$ cat src/rtl/nco_multi_if.sv
// ---------------------------------------------------------------------------
// nco_multi_if
//
// Bundles the register write port, the commit/clear controls and the
// waveform outputs of the multi-channel NCO into one interface so the
// oscillator and whatever drives it share a single connection.
//
// Signals:
//   wr_en      write strobe, one byte write per cycle while high
//   wr_chan    target channel of the write
//   wr_reg     register select: 0-3 tuning-word bytes (little-endian),
//              4 control register, 5-7 reserved
//   wr_data    write data byte
//   commit     copies every channel's shadow settings into its active copy
//   phase_clr  per-channel accumulator clear
//   wave_out   registered 8-bit sample per channel, channel c in [8c+7:8c]
//   wrap       registered one-cycle overflow pulse per channel
//
// Modports:
//   master  drives the write port and controls, observes the outputs
//   slave   the oscillator side
// ---------------------------------------------------------------------------
interface nco_multi_if #(
    parameter int CHANNELS = 4,
    parameter int CHAN_W   = (CHANNELS > 1) ? $clog2(CHANNELS) : 1
);

    logic                    wr_en;
    logic [CHAN_W-1:0]       wr_chan;
    logic [2:0]              wr_reg;
    logic [7:0]              wr_data;
    logic                    commit;
    logic [CHANNELS-1:0]     phase_clr;
    logic [8*CHANNELS-1:0]   wave_out;
    logic [CHANNELS-1:0]     wrap;

    modport master (
        output wr_en,
        output wr_chan,
        output wr_reg,
        output wr_data,
        output commit,
        output phase_clr,
        input  wave_out,
        input  wrap
    );

    modport slave (
        input  wr_en,
        input  wr_chan,
        input  wr_reg,
        input  wr_data,
        input  commit,
        input  phase_clr,
        output wave_out,
        output wrap
    );

endinterface

$ cat src/rtl/nco_multi.sv
// ---------------------------------------------------------------------------
// nco_multi
//
// Multi-channel numerically controlled oscillator. Every channel owns a
// phase accumulator, a double-buffered tuning word and a double-buffered
// control register (waveform mode + enable). Byte writes land in the shadow
// copies; a commit pulse moves all shadows into the active copies of every
// channel on the same edge, so retuning several channels is glitch-free
// and phase-coherent.
//
// Parameters:
//   CHANNELS  number of channels, 1..8
//   ACC_W     accumulator / tuning-word width, 16, 24 or 32
//
// Ports:
//   clk   single clock, rising edge
//   rst   synchronous active-high reset, clears every register
//   bus   nco_multi_if slave modport: write port, commit, phase_clr in;
//         wave_out and wrap out
//
// Pipeline:
//   edge n    : accumulator updates using the active settings held before n
//   edge n+1  : wave_out shows the sample for that accumulator value and
//               wrap shows whether the edge-n update overflowed
// ---------------------------------------------------------------------------
module nco_multi #(
    parameter int CHANNELS = 4,
    parameter int ACC_W    = 16
) (
    input  logic        clk,
    input  logic        rst,
    nco_multi_if.slave  bus
);

    localparam int FTW_BYTES = ACC_W / 8;

    typedef enum logic [1:0] {
        MODE_SQUARE   = 2'd0,
        MODE_SAWTOOTH = 2'd1,
        MODE_TRIANGLE = 2'd2,
        MODE_MUTE     = 2'd3
    } waveMode_t;

    // Only the meaningful control bits are kept; the reserved upper bits of
    // a control write have no effect anywhere, so they are not stored.
    typedef struct packed {
        logic      enable;
        waveMode_t mode;
    } ctl_t;

    logic [ACC_W-1:0]      ftwShadow_q [CHANNELS];
    logic [ACC_W-1:0]      ftwShadow_d [CHANNELS];
    ctl_t                  ctlShadow_q [CHANNELS];
    ctl_t                  ctlShadow_d [CHANNELS];
    logic [ACC_W-1:0]      ftwActive_q [CHANNELS];
    logic [ACC_W-1:0]      ftwActive_d [CHANNELS];
    ctl_t                  ctlActive_q [CHANNELS];
    ctl_t                  ctlActive_d [CHANNELS];
    logic [ACC_W-1:0]      acc_q       [CHANNELS];
    logic [ACC_W-1:0]      acc_d       [CHANNELS];
    logic [ACC_W:0]        sumFull     [CHANNELS];
    logic [CHANNELS-1:0]   carry_q;
    logic [CHANNELS-1:0]   carry_d;
    logic [CHANNELS-1:0]   wrap_q;
    logic [CHANNELS-1:0]   wrap_d;
    logic [8*CHANNELS-1:0] wave_q;
    logic [8*CHANNELS-1:0] wave_d;

    logic                  wrInRange;
    logic                  ftwWrite;
    logic                  ctlWrite;

    // Write decode. A write only counts when it targets an existing channel
    // and a register that exists at this accumulator width; everything else
    // (reserved selects, tuning bytes above ACC_W, channels past CHANNELS)
    // falls through with no state change.
    always_comb begin
        wrInRange = bus.wr_en && (int'(bus.wr_chan) < CHANNELS);
        ftwWrite  = wrInRange && (int'(bus.wr_reg) < FTW_BYTES);
        ctlWrite  = wrInRange && (bus.wr_reg == 3'd4);
    end

    // Shadow next-state. The decoded byte is merged into the addressed
    // channel's shadow tuning word, or the control shadow is replaced.
    always_comb begin
        for (int c = 0; c < CHANNELS; c++) begin
            ftwShadow_d[c] = ftwShadow_q[c];
            ctlShadow_d[c] = ctlShadow_q[c];
            if (int'(bus.wr_chan) == c) begin
                if (ftwWrite) begin
                    for (int b = 0; b < FTW_BYTES; b++) begin
                        if (int'(bus.wr_reg) == b) begin
                            ftwShadow_d[c][8*b +: 8] = bus.wr_data;
                        end
                    end
                end
                if (ctlWrite) begin
                    ctlShadow_d[c] = ctl_t'(bus.wr_data[2:0]);
                end
            end
        end
    end

    // Active next-state. Commit copies from the shadow next-state rather
    // than the shadow register so a write landing on the commit edge is
    // included in that commit.
    always_comb begin
        for (int c = 0; c < CHANNELS; c++) begin
            ftwActive_d[c] = ftwActive_q[c];
            ctlActive_d[c] = ctlActive_q[c];
            if (bus.commit) begin
                ftwActive_d[c] = ftwShadow_d[c];
                ctlActive_d[c] = ctlShadow_d[c];
            end
        end
    end

    // Accumulator next-state. The add uses the active settings held before
    // this edge, so a commit only influences the accumulator from the edge
    // after it. The extra top bit of the sum is the overflow carry, which is
    // held one stage so the wrap pulse lines up with the first sample taken
    // after the overflow. A clear zeroes the accumulator and drops any
    // carry so no wrap is reported for a cleared channel.
    always_comb begin
        for (int c = 0; c < CHANNELS; c++) begin
            sumFull[c] = {1'b0, acc_q[c]} + {1'b0, ftwActive_q[c]};
            acc_d[c]   = acc_q[c];
            carry_d[c] = 1'b0;
            if (bus.phase_clr[c]) begin
                acc_d[c]   = '0;
                carry_d[c] = 1'b0;
            end else if (ctlActive_q[c].enable) begin
                acc_d[c]   = sumFull[c][ACC_W-1:0];
                carry_d[c] = sumFull[c][ACC_W];
            end
        end
    end

    // Waveform shaping from the current accumulator and active mode. The
    // triangle folds the byte just below the MSB: rising on the first half
    // of the cycle, mirrored on the second half, giving a peak of 0xFF right
    // after the midpoint. Mute only silences the output; the accumulator
    // keeps advancing so phase is preserved across mute.
    always_comb begin
        wave_d = '0;
        wrap_d = '0;
        for (int c = 0; c < CHANNELS; c++) begin
            case (ctlActive_q[c].mode)
                MODE_SQUARE:
                    wave_d[8*c +: 8] = {8{acc_q[c][ACC_W-1]}};
                MODE_SAWTOOTH:
                    wave_d[8*c +: 8] = acc_q[c][ACC_W-1 -: 8];
                MODE_TRIANGLE:
                    wave_d[8*c +: 8] = acc_q[c][ACC_W-1]
                                       ? ~acc_q[c][ACC_W-2 -: 8]
                                       :  acc_q[c][ACC_W-2 -: 8];
                default:
                    wave_d[8*c +: 8] = 8'h00;
            endcase
            wrap_d[c] = carry_q[c] & ~bus.phase_clr[c];
        end
    end

    // State registers. Reset discards everything, including uncommitted
    // shadow settings, so the block always restarts from a known state.
    always_ff @(posedge clk) begin
        if (rst) begin
            for (int c = 0; c < CHANNELS; c++) begin
                ftwShadow_q[c] <= '0;
                ctlShadow_q[c] <= '0;
                ftwActive_q[c] <= '0;
                ctlActive_q[c] <= '0;
                acc_q[c]       <= '0;
            end
            carry_q <= '0;
            wrap_q  <= '0;
            wave_q  <= '0;
        end else begin
            for (int c = 0; c < CHANNELS; c++) begin
                ftwShadow_q[c] <= ftwShadow_d[c];
                ctlShadow_q[c] <= ctlShadow_d[c];
                ftwActive_q[c] <= ftwActive_d[c];
                ctlActive_q[c] <= ctlActive_d[c];
                acc_q[c]       <= acc_d[c];
            end
            carry_q <= carry_d;
            wrap_q  <= wrap_d;
            wave_q  <= wave_d;
        end
    end

    assign bus.wave_out = wave_q;
    assign bus.wrap     = wrap_q;

endmodule

$ cat src/flat_wrapper.sv
// flat-port wrapper written by rule: the top's interface ports become plain ports
module nco_multi_flat 
#(
    parameter int CHANNELS = 4,
    parameter int ACC_W    = 16
)
  (clk, rst, bus_wr_en, bus_wr_chan, bus_wr_reg, bus_wr_data, bus_commit, bus_phase_clr, bus_wave_out, bus_wrap);
  nco_multi_if #(.CHANNELS(CHANNELS)) bus_i ();
  input  logic clk;
  input  logic rst;
  input wire logic [$bits(bus_i.wr_en)-1:0] bus_wr_en;
  input wire logic [$bits(bus_i.wr_chan)-1:0] bus_wr_chan;
  input wire logic [$bits(bus_i.wr_reg)-1:0] bus_wr_reg;
  input wire logic [$bits(bus_i.wr_data)-1:0] bus_wr_data;
  input wire logic [$bits(bus_i.commit)-1:0] bus_commit;
  input wire logic [$bits(bus_i.phase_clr)-1:0] bus_phase_clr;
  output wire logic [$bits(bus_i.wave_out)-1:0] bus_wave_out;
  output wire logic [$bits(bus_i.wrap)-1:0] bus_wrap;
  assign bus_i.wr_en = bus_wr_en;
  assign bus_i.wr_chan = bus_wr_chan;
  assign bus_i.wr_reg = bus_wr_reg;
  assign bus_i.wr_data = bus_wr_data;
  assign bus_i.commit = bus_commit;
  assign bus_i.phase_clr = bus_phase_clr;
  assign bus_wave_out = bus_i.wave_out;
  assign bus_wrap = bus_i.wrap;
  nco_multi #(.CHANNELS(CHANNELS), .ACC_W(ACC_W)) u_core (.clk(clk), .rst(rst), .bus(bus_i));
endmodule
$ cat config.mk
export PLATFORM = sky130hd
export DESIGN_NAME = nco_multi_flat
export DESIGN_NICKNAME = d
export VERILOG_FILES = /design/src/rtl/nco_multi_if.sv /design/src/rtl/nco_multi.sv /design/src/flat_wrapper.sv
export SDC_FILE = /design/constraint.sdc
export NUM_CORES = 1
export LEC_CHECK = 0
export CORE_MARGIN = 2
export CORE_UTILIZATION = 65
export CTS_CLUSTER_DIAMETER = 60
export DETAILED_ROUTE_END_ITERATION = 8
export PLACE_DENSITY = 0.85
export SETUP_SLACK_MARGIN = 0.02
export SLEW_MARGIN = 20
export SYNTH_ARGS = -nofsm -noshare
export SYNTH_HDL_FRONTEND = slang
export SYNTH_SLANG_ARGS = --single-unit
$ cat constraint.sdc
create_clock -name clk -period 5.41 [get_ports clk]
set_input_delay 1.082 -clock clk [delete_from_list [all_inputs] [get_ports clk]]
set_output_delay 1.082 -clock clk [all_outputs]
set_load 0.03 [all_outputs]
## Yosys cells after proc, flatten, opt, wreduce, memory -nomap -nowiden

Memory sizes are Yosys's and may differ from the RTL's.
Cells that the tools add are included.

- Logic and storage cells: 148
- Register bits: 40
- Memories: 5
- Bits in writable memories: 216

- Equality and inequality tests: 13
- Reductions and logical operators: 12
- Multiplexer cells: 71
- Bitwise logic cells: 36
- $lt $le $gt $ge: 1
- $add $sub $neg: 4

Memories:

| memory | depth | width | rd ports | clocked after Yosys merged registers in | write ports | line | source |
|---|---|---|---|---|---|---|---|
| u_core.acc_q | 4 | 16 | 4 | 0 | 4 | nco_multi.sv:59 | `logic [ACC_W-1:0] acc_q [CHANNELS];` |
| u_core.ftwActive_q | 4 | 16 | 4 | 0 | 4 | nco_multi.sv:55 | `logic [ACC_W-1:0] ftwActive_q [CHANNELS];` |
| u_core.ftwShadow_q | 4 | 16 | 4 | 0 | 4 | nco_multi.sv:51 | `logic [ACC_W-1:0] ftwShadow_q [CHANNELS];` |
| u_core.ctlActive_q | 4 | 3 | 4 | 0 | 4 | nco_multi.sv:57 | `ctl_t ctlActive_q [CHANNELS];` |
| u_core.ctlShadow_q | 4 | 3 | 4 | 0 | 4 | nco_multi.sv:53 | `ctl_t ctlShadow_q [CHANNELS];` |

Operators by type and width:

| operator | number |
|---|---|
| 2-to-1 mux 16 bit | 32 |
| 2-to-1 mux 8 bit | 12 |
| one-hot mux 8 bit (3 select lines) | 4 |
| adder 16 x 16 -> 17 bit | 4 |
| 2-to-1 mux 3 bit | 20 |
| NOT 8 bit | 4 |
| bitwise OR 1 bit | 20 |
| equality test 2 bit, second input constant | 6 |
| OR reduction 3 bit | 4 |
| equality test 2 x 1 -> 1 bit, second input constant | 5 |
| zero test 2 bit | 5 |
| NOT 1 bit | 8 |
| AND 1 bit | 4 |
| equality test 3 x 2 -> 1 bit, second input constant | 1 |
| equality test 3 bit, second input constant | 1 |
| zero test 3 bit | 1 |
| < comparator 3 x 2 -> 1 bit, second input constant | 1 |
| 2-to-1 mux 1 bit | 3 |
| logical AND 1 bit | 2 |

## Depth between registers and ports, before layout

- Depth in word-level cells: 6
- Mapped depth: 9
- Depth with buffers taken out: 9

## Worst setup path after synthesis

Ideal clock, no wire load.

- Kind: input to register
- Start: input bus_wr_reg[2]
- End: memory u_core.ftwActive_q[3][0] (netlist: u_core.ftwActive_q[0][48])
- Arrival time: 2.277 ns
- Stages: 5
- Slack: 2.996 ns
- Library setup time: 0.137 ns
- Buffers on the path: 1
- Path through: nor4b_1 > and3_1 > buf_2 > mux2i_1 > a211oi_1

RTL lines:

| item | line | source |
|---|---|---|
| start: declaration | flat_wrapper.sv:13 | `input wire logic [$bits(bus_i.wr_reg)-1:0] bus_wr_reg;` |
| end: declaration | nco_multi.sv:55 |  |

==> results.json <==
{
  "synthMuxAreaShare_pct": 9.51,
  "synth-xor-area-share_pct": 5.11,
  "irDropWorstVdd_mv": 0.303,
  "synth_top_flop_cell": "dfxtp_1",
  "yosysWarnings": 0,
  "grtUsageTotal_pct": 27.2,
  "finalSetupViolations": 0,
  "cts_root_buffer": "clkbuf_16",
  "skew_ns": 0.0146,
  "grt_pass1_wl_mm": 45.3,
  "grt_max_degree": 115,
  "start_util_pct": 66.6,
  "syn2layout_area_growth_pct": 12.2,
  "routedWlPerCell_um": 16.6,
  "post_cts_buffers": 0,
  "clk_pin_slew_worst_paths_ns": 0.06,
  "die_w_um": 140,
  "port_buffers": 56,
  "period_share_pct": 59.3,
  "rsz0062_at_grt": "false",
  "hold_viol": 0,
  "cts_resized": 0,
  "path_class": "input port to flop",
  "outcome": "finished, final reports clean",
  "nets": 1446,
  "globalplace.congestion": 0.877,
  "cp_max_fo": 8,
  "p_leak_uw": 0.00569,
  "drc": 0,
  "cts_tree": "built",
  "placed_cell_area_um2": 12500,
  "relSlewSlack_pct": 28.9,
  "synth_top_family_by_area": "simple AND/OR/NAND/NOR gates",
  "cts_buffers": 26,
  "die_area_um2": 19600,
  "clock.fmax_ghz": 0.312,
  "antennaDiodeCount": 0,
  "synth.distinct_cells": 56,
  "synthAdderAreaFrac_pct": 7.33,
  "period_needed_ns": 3.21,
  "dr.pass1.iters": 5,
  "postRouteAntennaNets": 0,
  "core_um2": 18000,
  "cp.arrival_ns": 3.55,
  "ys_seq_area_share_pct": 42.7,
  "drt-total-wl_mm": 26.6,
  "grt_pass1_vias": 9249,
  "synth-seq-cells": 256,
  "drv_slew": 0,
  "vias": 9683,
  "first_iter_violations": 619,
  "power_density_nw_per_um2": 309,
  "placed_cells": 1558,
  "synthesis.area_um2": 12000,
  "antenna_found_initial": 0,
  "timing.setup.tns_ns": 0,
  "die_h_um": 140,
  "syn-num-nets": 1445,
  "htree_levels": 1,
  "synth_top_area_share_pct": 42.7,
  "drv_cap": 0,
  "start_kind": "input port",
  "rows": 49,
  "vias_per_cell": 6.03,
  "ys_async_sr_fraction_pct": 0,
  "worst_slew_pin_slew_ns": 1.05,
  "overflow": 0,
  "syn_inst": 1356,
  "synth.area.top_cells": "dfxtp_1, mux2i_1, nor2_1",
  "drive_above_1_share_pct": 4.65,
  "synth-simple-area-share_pct": 16.3,
  "min_path_type": "flop to flop",
  "yosys.area.top_type": "dfxtp_1",
  "synth_compound_area_share_pct": 15.9,
  "dpl.hpwl_mm": 17.2,
  "cts.path.max_buffers": 3,
  "clk_latency_ns": 0.53,
  "utilization_pct": 74.8,
  "critPathRequiredTime_ns": 5.76,
  "holdBufCountCts": 0,
  "io-pin-count": 57,
  "avgSynthCellArea_um2": 8.86,
  "synth-edff-count": 0,
  "post-route-cell-area_um2": 13500,
  "cts_num_sinks": 256,
  "end_kind": "flop",
  "stdcell_count": 1605
}
[placed cells by master, fill, tap and decap left out, drive strengths merged, types with 8 or more instances in the layout]
cell,count
and3,8
nor2b,8
ha,64
a21o,18
clkdlybuf4s50,54
xor2,42
and2,9
nand3,18
nor2,298
xnor2,28
nor3,11
clkbuf,31
inv,14
a21oi,70
o21a,9
mux2i,113
dfxtp,256
a211oi,100
nand2,81
o21ai,41
[layer usage]
metal | wire (um) | vias to the layer above | GRT usage, %
li1 | - | 4770 | -
met4 | 584 | 0 | 7.68
met2 | 12300 | 244 | 44.5
met3 | 1330 | 50 | 3.15
met5 | 0 | - | 0
met1 | 12400 | 4619 | 38.4
[cell usage after synthesis (2+ instances only)]
library cell,instances
nor4_1,2
a211oi_1,100
dfxtp_1,256
buf_1,3
ha_1,64
mux2i_1,113
nor3b_1,2
a31oi_1,6
nor3_1,10
clkbuf_1,78
o21a_1,9
o21bai_1,6
o211ai_1,5
a311oi_1,2
o31a_1,2
nor2b_1,8
xor2_1,42
a21o_1,16
o21ai_0,41
buf_2,3
inv_1,12
or2_2,4
a41oi_1,2
a221o_1,2
nand2_1,81
nor4bb_1,2
nor2_1,298
nand4_1,7
nand3_1,18
fa_1,4
and4_1,2
nand2b_1,3
a21o_2,2
a32oi_1,7
a221oi_1,2
nand3b_1,7
a31o_2,5
and3_1,8
a21oi_1,70
xnor2_1,28
and2_1,9
[power by group]
group	switching, uW	internal (uW)	total [uW]	leakage [uW]
clock	759	1180	1940	0.000455
combinational	156	94.1	250	0.00316
sequential	49.1	1920	1970	0.00208
total	964	3200	4160	0.00569
[through the flow]
step	hold WS, ns	total power (uW)	worst slack [ns]
after floorplan	0.406	2180	3.00
after global placement	0.410	2250	1.75
after detailed placement	0.413	2260	1.69
after CTS	0.424	4180	2.24
after global routing	0.432	4280	2.05
final	0.423	4160	2.20
[sequential cells by signal, summed over array words and instances, names as in the netlist]
name / flops
u_core.bus.wave_out: 32
u_core.ctlActive_q: 12
u_core.bus.wrap: 4
u_core.ftwActive_q: 64
u_core.ctlShadow_q: 12
u_core.acc_q: 64
u_core.ftwShadow_q: 64
u_core.carry_q: 4
[cell families (layout without fill, tap and decap cells)]
family | count (synthesis) | in the layout
AND/OR/NAND/NOR | 465 | 465
flip-flops | 256 | 256
adder cells (fa/ha/maj) | 68 | 68
buffers and inverters | 97 | 117
AO/OA/AOI/OAI | 286 | 286
XOR/XNOR | 70 | 70
multiplexers | 114 | 114
[final timing paths]
kind                              from                        end  slack (ns)  depth (start not counted)
max reg2reg  u_core.ftwActive_q[0][32]        u_core.acc_q[2][14]        2.77                          9
min reg2reg          u_core.carry_q[0]         u_core.bus.wrap[0]        0.42                          1
max                          bus_wr_en  u_core.ftwActive_q[0][41]        2.20                          5
min                  u_core.carry_q[0]         u_core.bus.wrap[0]        0.42                          1
[worst max-delay path: stages]
cell,delay (ns)
clkdlybuf4s50_1,0.48
nor4bb_1,0.90
nand2_1,0.59
mux2i_1,0.38
a211oi_1,0.12
[final cells by class]
cell class / instances / area [um^2]
multi-input combinational: 1003 / 6510
sequential: 256 / 5130
fill: 1287 / 4550
clock buffer: 31 / 711
timing repair buffer: 58 / 574
tap: 229 / 287
clock inverter: 16 / 226
inverter: 12 / 45.0
Note: power is estimated with default switching activity, not from simulation.
